### config.mk
export PLATFORM = sky130hd
export DESIGN_NAME = sched
export DESIGN_NICKNAME = d
export VERILOG_FILES = /design/src/rtl/sched_pkg.sv /design/src/rtl/sched_job.sv /design/src/rtl/sched.sv
export SDC_FILE = /design/constraint.sdc
export NUM_CORES = 1
export LEC_CHECK = 0
export CORE_UTILIZATION = 35
export DETAILED_ROUTE_END_ITERATION = 8
export PLACE_DENSITY = 0.57
export SKIP_CTS_REPAIR_TIMING = 1
export SLEW_MARGIN = 5
export SYNTH_ARGS = -nofsm -noshare
export SYNTH_HDL_FRONTEND = slang
export SYNTH_SLANG_ARGS = --single-unit
### constraint.sdc
create_clock -name clk -period 2 [get_ports clk]
set_input_delay 0.3 -clock clk [delete_from_list [all_inputs] [get_ports clk]]
set_output_delay 0.3 -clock clk [all_outputs]
set_load 0.03 [all_outputs]
### src/rtl/sched_pkg.sv
// Shared types and constants for the two-job scheduler monitor.
package sched_pkg;

  localparam int CNT_W = 4;
  localparam logic [CNT_W-1:0] CNT_MAX = '1;

  typedef enum logic [1:0] {
    IDLE    = 2'd0,
    PENDING = 2'd1,
    RUN0    = 2'd2,
    RUN1    = 2'd3
  } job_state_e;

endpackage

### src/rtl/sched_job.sv
// Per-job tracker: release, dispatch grant, execution countdown and deadline age.
//   state   | meaning
//   IDLE    | not released, free to start
//   PENDING | released, waiting for a processor
//   RUN0    | executing on processor 0
//   RUN1    | executing on processor 1
module sched_job
  import sched_pkg::*;
#(
  parameter int EXEC     = 3,
  parameter int DEADLINE = 5
) (
  input  logic       clk,
  input  logic       rst,
  input  logic       start,
  input  logic       tick,
  input  logic       grant0,
  input  logic       grant1,
  output job_state_e state,
  output logic       pending,
  output logic       violation
);

  localparam logic [CNT_W-1:0] EXEC_C = CNT_W'(EXEC);
  localparam logic [CNT_W-1:0] DL_C   = CNT_W'(DEADLINE);

  logic [CNT_W-1:0] age, rem, age_inc;
  logic release_ok, active, running, ticked, done;

  always_comb begin
    release_ok = start && (state == IDLE);
    active     = (state != IDLE);
    running    = (state == RUN0) || (state == RUN1);
    // The release cycle's tick never counts: state is still IDLE then.
    ticked     = tick && active;
    done       = ticked && running && (rem == CNT_W'(1));
    age_inc    = (age == CNT_MAX) ? age : age + CNT_W'(1);
    pending    = release_ok || (state == PENDING);
    violation  = (start && active) || (ticked && (age_inc == DL_C) && !done);
  end

  always_ff @(posedge clk) begin
    if (rst) begin
      state <= IDLE;
      age   <= '0;
      rem   <= '0;
    end else begin
      if (release_ok) begin
        age <= '0;
        rem <= EXEC_C;
      end else if (ticked) begin
        age <= age_inc;
        if (running) rem <= rem - CNT_W'(1);
      end
      // Grants only arrive while pending, so they never collide with done.
      if (grant0)          state <= RUN0;
      else if (grant1)     state <= RUN1;
      else if (release_ok) state <= PENDING;
      else if (done)       state <= IDLE;
    end
  end

endmodule

### src/rtl/sched.sv
// Two-processor scheduler monitor: priority dispatch of jobs A/B, sticky error, event mirrors.
module sched
  import sched_pkg::*;
#(
  parameter int EXEC_A     = 3,
  parameter int EXEC_B     = 4,
  parameter int DEADLINE_A = 5,
  parameter int DEADLINE_B = 6
) (
  input  logic clk,
  input  logic rst,
  input  logic sched0,
  input  logic sched1,
  input  logic startA,
  input  logic startB,
  input  logic tick,
  output logic error,
  output logic _rt_startA,
  output logic _rt_startB,
  output logic _rt_tick
);

  job_state_e state_a, state_b;
  logic pend_a, pend_b, viol_a, viol_b;
  logic busy0, busy1, busy_err;
  logic grant0_a, grant0_b, grant1_a, grant1_b;

  always_comb begin
    busy0    = (state_a == RUN0) || (state_b == RUN0);
    busy1    = (state_a == RUN1) || (state_b == RUN1);
    busy_err = (sched0 && busy0) || (sched1 && busy1);
    grant0_a = sched0 && !busy0 && pend_a;
    grant0_b = sched0 && !busy0 && !pend_a && pend_b;
    // Processor 1 takes the best pending job that processor 0 did not grab.
    grant1_a = sched1 && !busy1 && pend_a && !grant0_a;
    grant1_b = sched1 && !busy1 && pend_b && !grant0_b && !(pend_a && !grant0_a);
  end

  sched_job #(.EXEC(EXEC_A), .DEADLINE(DEADLINE_A)) u_job_a (
    .clk(clk), .rst(rst), .start(startA), .tick(tick),
    .grant0(grant0_a), .grant1(grant1_a),
    .state(state_a), .pending(pend_a), .violation(viol_a)
  );

  sched_job #(.EXEC(EXEC_B), .DEADLINE(DEADLINE_B)) u_job_b (
    .clk(clk), .rst(rst), .start(startB), .tick(tick),
    .grant0(grant0_b), .grant1(grant1_b),
    .state(state_b), .pending(pend_b), .violation(viol_b)
  );

  always_ff @(posedge clk) begin
    if (rst) begin
      error      <= 1'b0;
      _rt_startA <= 1'b0;
      _rt_startB <= 1'b0;
      _rt_tick   <= 1'b0;
    end else begin
      error      <= error || viol_a || viol_b || busy_err;
      _rt_startA <= startA;
      _rt_startB <= startB;
      _rt_tick   <= tick;
    end
  end

endmodule

==> summary.md, run 1 <==
| Metric | Value |
|---|---|
| H-tree depth | `1` |
| Top_reg_cell synth | `dfxtp_1` |
| Clock Skew | `approximately 0.0020 ns` |
| CTS tree | `done` |
| Drt first-iter violations | `95` |
| Most common cell after layout, fill and taps aside | `dfxtp_1` |
| Placer's final routability congestion estimate | `0.8281` |
| Drc violations | `0` |
| Hold path start | `u_job_b.age[1]$_SDFFE_PP0P_` |
| Area of the multi-input gates | `a little under 800 sq um` |
| CP max FO | `2` |
| Largest net degree at the start of global routing | `17` |
| Leakage | `between 0.5 and 0.6 nW` |
| Seq. cell area | `480.5 sq um` |
| Antenna-violating nets left | `0` |
| Crit path kind | `flop to output pin` |
| Cell Chain, Critical Path | `clkdlybuf4s50_1` |
| Commonest cells after routing, fill and taps aside | `dfxtp_1, nor2_1, nand2_1` |
| Die Span Y | `roughly 64 um` |
| Vias per cell | `about 5.2` |
| First-pass GRT wire length | `approximately 4700 um` |
| Maximum vdd ir drop | `229.9 uV` |
| Vias in the first global route | `around 1100` |
| Skew-Pair Late Insertion Delay | `0.26 ns` |
| Syn. warnings | `0` |
| Final HPWL DP | `between 2000 and 2500 um` |
| Nets | `between 150 and 200` |
| Area grow syn2layout | `14.37%` |
| Buffers on Ports | `10` |
| Hold Path Class | `flop to flop` |
| Startpoint types | `flop` |
| Worst r2r src | `u_job_b.age[0]$_SDFFE_PP0P_` |
| Gr usage total | `14.74%` |
| Worst Tran Pin Value | `between 0.4 and 0.5 ns` |
| Share of the clock period used by the worst path | `around 79%` |
| Synthesized instance count | `approximately 170` |
| Io pins | `11` |
| Crit. End Element | `output pin` |
| Cell area after synthesis | `0.001333 sq mm` |
| Setup TNS Final | `0 ns` |
| Min Tclk post-route | `between 1.5 and 2 ns` |
| MaxCap Viol Count | `0` |
| Outcome | `finished, final reports clean` |
| Die ar. | `just over 0.004 sq mm` |
| Core area | `~0.0037 sq mm` |
| Max-slew headroom | `between 60% and 70%` |
| Final Max Tran Viols | `0` |
| Worst Path Buf+Inv | `1` |
| # clock sinks | `24` |
| Post-synthesis sequential area ratio | `36.06%` |
| Antenna violations before repair | `0` |
| Placed Area | `between 0.001 and 0.0015 sq mm` |
| Worst path slowest cell | `clkdlybuf4s50_1` |
| Asr flop ratio synth | `0%` |
| Critical path's top delay family | `buffers and inverters` |
| Inserted Clock Buffers | `3` |
| Starting Density | `between 30% and 40%` |
| Syn Area/Cell | `8.076 sq um` |
| Power per cell area | `just over 700 mW/mm^2` |
| RSZ-0062 raised after global routing | `false` |
| Post-Place Worst Slack | `~0.23 ns` |
| Data required time of the critical path | `1.70 ns` |
| Flops & latches, synth | `24` |
| Vias | `roughly 1100` |
| Layout cells sized above 1 | `6.322%` |
| Final wirelength | `about 2700 um` |
| Worst EP arrival | `1.29 ns` |
| Syn nets | `approximately 180` |
| EDFF count, synth | `0` |
| CP Launch Point | `error$_SDFF_PP0_` |
| Die W | `between 60 and 70 um` |
| Antenna fix cells | `0` |
| Yosys cell types | `38` |
| Finished Cell Area | `around 0.0015 sq mm` |
| Clock slew at reported path FFs | `around 0.080 ns` |
| Max Fclk | `630.0 MHz` |
| Overflow after GRT | `0` |
| Row Count | `22` |
| Worst setup margin | `0.4126 ns` |
| Fill count | `approximately 370` |
| Max clock buf depth | `2` |
| Drt pass-1 iters | `4` |
| Final Hold Fails | `0` |
| WL per Instance | `approximately 12 um` |
| Root buf cell | `clkbuf_8` |
| Final number of setup-violating endpoints | `0` |
| Largest stage delay, worst path | `a little under 0.7 ns` |
-- worst register-to-register path, cell delays in order, from the launching register on --
cell and delay, ns:
dfxtp_1 0.44, ha_1 0.29, nand3_1 0.17, nor3b_1 0.23
a31oi_1 0.07, o311ai_1 0.26
-- routing by layer --
layer / global-route usage (%) / routed length (um) / share of wire, % / vias up
li1: - / - / - / 600
met1: 17.56 / 1345 / 50 / 534
met2: 25.40 / 1242 / 46 / 8
met3: 2.899 / 53 / 2.0 / 4
met4: 6.250 / 37 / 1.4 / 0
met5: 0 / 0 / 0 / -
-- state kept, by name, indices dropped and copies added, names as in the netlist, 2 cells and up, named ones only --
register       flops
u_job_a.state      2
u_job_b.state      2
u_job_b.rem        4
u_job_a.rem        4
u_job_b.age        4
u_job_a.age        3
-- through the flow --
step | power, mW | instances | hold WS, ns | utilization [%]
after floorplan | 0.7375 | 165 | 0.4282 | -
after global placement | 0.8052 | 219 | 0.4895 | 40.50
after detailed placement | 0.8079 | 219 | 0.5026 | 40.50
after CTS | 1.094 | 222 | 0.5153 | 41.63
after global routing | 1.152 | 222 | 0.5620 | 41.63
final | 1.081 | 222 | 0.5153 | 41.63
-- worst paths after layout --
path                                 end  slack, ns  cells after the start
max                                error       0.41                      1
min          u_job_b.age[1]$_SDFFE_PP0P_       0.52                      2
max reg2reg             error$_SDFF_PP0_       0.44                      5
min reg2reg  u_job_b.age[1]$_SDFFE_PP0P_       0.52                      2
-- area by class of cell --
type,instances,area share (%)
Multi-Input combinational cell,124,51.31
Sequential cell,24,31.53
Timing Repair Buffer,13,8.046
Tap cell,48,3.941
Clock buffer,3,2.709
Inverter,10,2.463
-- power by group --
part           total [mW]  switching (mW)  internal [mW]
clock               0.282           0.147          0.135
sequential          0.562          0.0484          0.514
combinational       0.237           0.127          0.110
-- cell families after synthesis --
kind of cell / share of synthesized area (%)
compound gates: 17.94
fa+ha+maj: 6.572
mux: 3.756
simple gates: 25.82
buf+inv: 5.258
flops: 36.06
xor+xnor: 4.601
-- synthesized netlist by cell type, types with 3 or more instances --
master	number	share of area, %
a21oi_1	9	3.4
a31oi_1	3	1.4
buf_2	5	1.9
dfxtp_1	24	36
ha_1	7	6.6
inv_1	10	2.8
mux2i_1	5	3.8
nand2_1	14	3.9
nand2b_1	3	1.4
nand3_1	9	3.4
nor2_1	18	5.1
nor2b_1	6	2.8
nor3_1	5	1.9
nor3b_1	3	1.7
o21ai_0	9	3.4
xnor2_1	4	2.6
xor2_1	3	2.0
Power figures use the tool's default switching activity.
==> run 2: changes to the inputs <==
==> constraint.sdc (replaced) <==
create_clock -name clk -period 1.6 [get_ports clk]
set_input_delay 0.24 -clock clk [delete_from_list [all_inputs] [get_ports clk]]
set_output_delay 0.24 -clock clk [all_outputs]
set_load 0.03 [all_outputs]
==> summary.md, run 2 (synthesized netlist as in run 1, its figures left out) <==
| Metric | Value |
|---|---|
| Power per cell area | `892.5 mW/mm^2 (was 709.1 mW/mm^2)` |
| Skew-Pair Late Insertion Delay | `0.26 ns (about the same)` |
| Clock slew at reported path FFs | `0.09 ns (was 0.08 ns)` |
| Drc violations | `0 (unchanged)` |
| Most common cell after layout, fill and taps aside | `dfxtp_1 (unchanged)` |
| Top flop regs | `u_job_a.rem: 4 flops, u_job_b.age: 4 flops, u_job_b.rem: 4 flops (unchanged)` |
| Worst Tran Pin Value | `0.4227 ns (was 0.4872 ns)` |
| Final Hold Fails | `0 (unchanged)` |
| Net Switching | `0.4223 mW (was 0.3222 mW)` |
| Final number of setup-violating endpoints | `0 (unchanged)` |
| Clk pwr share | `28.7% (was 26.1%)` |
| Max-slew headroom | `71.78% (was 67.47%)` |
| Vias per cell | `4.949 (was 5.162)` |
| Clock Skew | `0.001354 ns (was 0.001994 ns)` |
| Final Max Tran Viols | `0 (unchanged)` |
| CP max FO | `2 (unchanged)` |
| Final HPWL DP | `2145 um (was 2011 um)` |
| Final wirelength | `2787 um (was 2678 um)` |
| Drt pass-1 iters | `4 (unchanged)` |
| WHS Path Cells | `2 (unchanged)` |
| Inserted Clock Buffers | `3 (unchanged)` |
| Row Count | `22 (unchanged)` |
| CTS tree | `done (unchanged)` |
| Share of the clock period used by the worst path | `between 90% and 100%` |
| Min Tclk post-route | `~1.5 ns` |
| Buffers on Ports | `10 (unchanged)` |
| Commonest cells after routing, fill and taps aside | `dfxtp_1, nor2_1, nand2_1, buf_4 (was dfxtp_1, nor2_1, nand2_1)` |
| Worst path slowest cell | `clkdlybuf4s50_1 (unchanged)` |
| Post-Place Worst Slack | `-0.08110 ns (was 0.2292 ns)` |
| Overflow after GRT | `0 (unchanged)` |
| RSZ-0062 raised after global routing | `false (unchanged)` |
| Layout cells sized above 1 | `12.90% (was 6.322%)` |
| Antenna violations before repair | `0 (unchanged)` |
| Drt first-iter violations | `62 (was 95)` |
| Switching share of power | `29.16% (was 29.82%)` |
| Die W | `63.70 um (unchanged)` |
| Worst EP arrival | `1.30 ns (was 1.29 ns)` |
| Starting Density | `36.40% (unchanged)` |
| Io pins | `11 (unchanged)` |
| Antenna fix cells | `0 (unchanged)` |
| P_int | `1.026 mW (was 0.7584 mW)` |
| Startpoint types | `flop (unchanged)` |
| Antenna-violating nets left | `0 (unchanged)` |
| # clock sinks | `24 (unchanged)` |
| Total chip power | `1.448 mW (was 1.081 mW)` |
| Root buf cell | `clkbuf_8 (unchanged)` |
| WP depth | `1 (unchanged)` |
| Outcome | `finished, final reports clean (unchanged)` |
| Worst Path Buf+Inv | `1 (unchanged)` |
| Die Span Y | `63.70 um (unchanged)` |
| Crit path kind | `flop to output pin (unchanged)` |
| Hold Slack | `0.5311 ns (was 0.5153 ns)` |
| FF-to-FF path depth | `5 (unchanged)` |
| Gr usage total | `15.58% (was 14.74%)` |
| Largest net degree at the start of global routing | `14 (was 17)` |
| H-tree depth | `1 (unchanged)` |
| MaxCap Viol Count | `0 (unchanged)` |
| WL per Instance | `11.91 um (was 12.06 um)` |
| Maximum vdd ir drop | `288.5 uV (was 229.9 uV)` |
| Largest stage delay, worst path | `0.68 ns (about the same)` |
| Critical path's top delay family | `buffers and inverters (unchanged)` |
| Max clock buf depth | `2 (unchanged)` |
| Leakage | `0.6124 nW (was 0.5556 nW)` |
| Data required time of the critical path | `1.36 ns (was 1.70 ns)` |
| Area grow syn2layout | `21.78% (was 14.37%)` |
| Die ar. | `0.004058 sq mm (unchanged)` |
| Cell Chain, Critical Path | `clkdlybuf4s50_1 (unchanged)` |
| Max Fclk | `roughly 650 MHz` |
| Register share of total power | `48.5% (was 52.0%)` |
| First-pass GRT wire length | `4995 um (was 4740 um)` |
| Vias | `1158 (was 1146)` |
| Nets | `201 (was 190)` |
| Comb power frac | `22.9% (was 21.9%)` |
| R2r setup slk | `0.14 ns (was 0.44 ns)` |
| Worst setup margin | `0.06403 ns (was 0.4126 ns)` |
| Core area | `0.003661 sq mm (unchanged)` |
| Vias in the first global route | `1168 (was 1113)` |
| Hold Path Class | `flop to flop (unchanged)` |
| Placer's final routability congestion estimate | `0.7894 (was 0.8281)` |
| Crit. End Element | `output pin (unchanged)` |
-- run 2: worst paths after layout --
kind	startpoint	to
max	error$_SDFF_PP0_	error
min	u_job_b.rem[3]$_SDFFE_PP0P_	u_job_b.rem[3]$_SDFFE_PP0P_
max reg2reg	u_job_b.age[1]$_SDFFE_PP0P_	error$_SDFF_PP0_
min reg2reg	u_job_b.rem[3]$_SDFFE_PP0P_	u_job_b.rem[3]$_SDFFE_PP0P_
-- run 2: routing by layer --
| metal | track usage (%) | vias up | wire, um |
|---|---|---|---|
| li1 | - | 619 | - |
| met3 | 2.899 | 2 | 68 |
| met1 | 18.46 | 527 | 1338 |
| met5 | 0 | - | 0 |
| met4 | 5.682 | 0 | 23 |
| met2 | 27.53 | 10 | 1356 |
-- run 2: through the flow --
stage | cell area (sq um) | std cells | util [%] | setup TNS (ns)
CTS | 1620 | 234 | 44.26 | 0
global route | 1623 | 234 | 44.33 | 0
finish | 1623 | 234 | 44.33 | 0
detailed placement | 1565 | 230 | 42.75 | -0.2553
global placement | 1565 | 230 | 42.75 | -0.1178
floorplan | 1333 | 165 | - | 0
-- run 2: final cells by class --
type / count / area [sq um]
fill: 376 / 2038
multi-input combinational: 124 / 784.5
sequential: 24 / 480.5
timing repair buffer: 24 / 205.2
tap: 48 / 60.06
clock buffer: 4 / 55.05
inverter: 10 / 37.54
-- run 2: power by group through the flow --
| stage | logic, mW | registers (mW) | clock network, mW |
|---|---|---|---|
| 2_1_floorplan | 0.219 | 0.703 | 0 |
| 3_3_place_gp | 0.321 | 0.715 | 0 |
| 3_5_place_dp | 0.329 | 0.715 | 0 |
| 4_1_cts | 0.333 | 0.701 | 0.426 |
| 5_1_grt | 0.370 | 0.712 | 0.458 |
| 6_report | 0.331 | 0.702 | 0.415 |
-- run 2: worst min-delay path: cells and delay by family (launching register included) --
kind,cells,cell delay [ns]
AND/OR/NAND/NOR,1,0.07
XOR/XNOR,1,0.08
flip-flops,1,0.35
==> run 3: changes to the inputs <==
--- a/config.mk
+++ b/config.mk
@@ -7,6 +7,7 @@
 export LEC_CHECK = 0
 export CORE_UTILIZATION = 35
 export DETAILED_ROUTE_END_ITERATION = 8
+export GPL_ROUTABILITY_DRIVEN = 0
 export PLACE_DENSITY = 0.57
 export SKIP_CTS_REPAIR_TIMING = 1
 export SLEW_MARGIN = 5
==> results of run 3 <==
Final layout, timing and power as in run 2 (identical DEF).
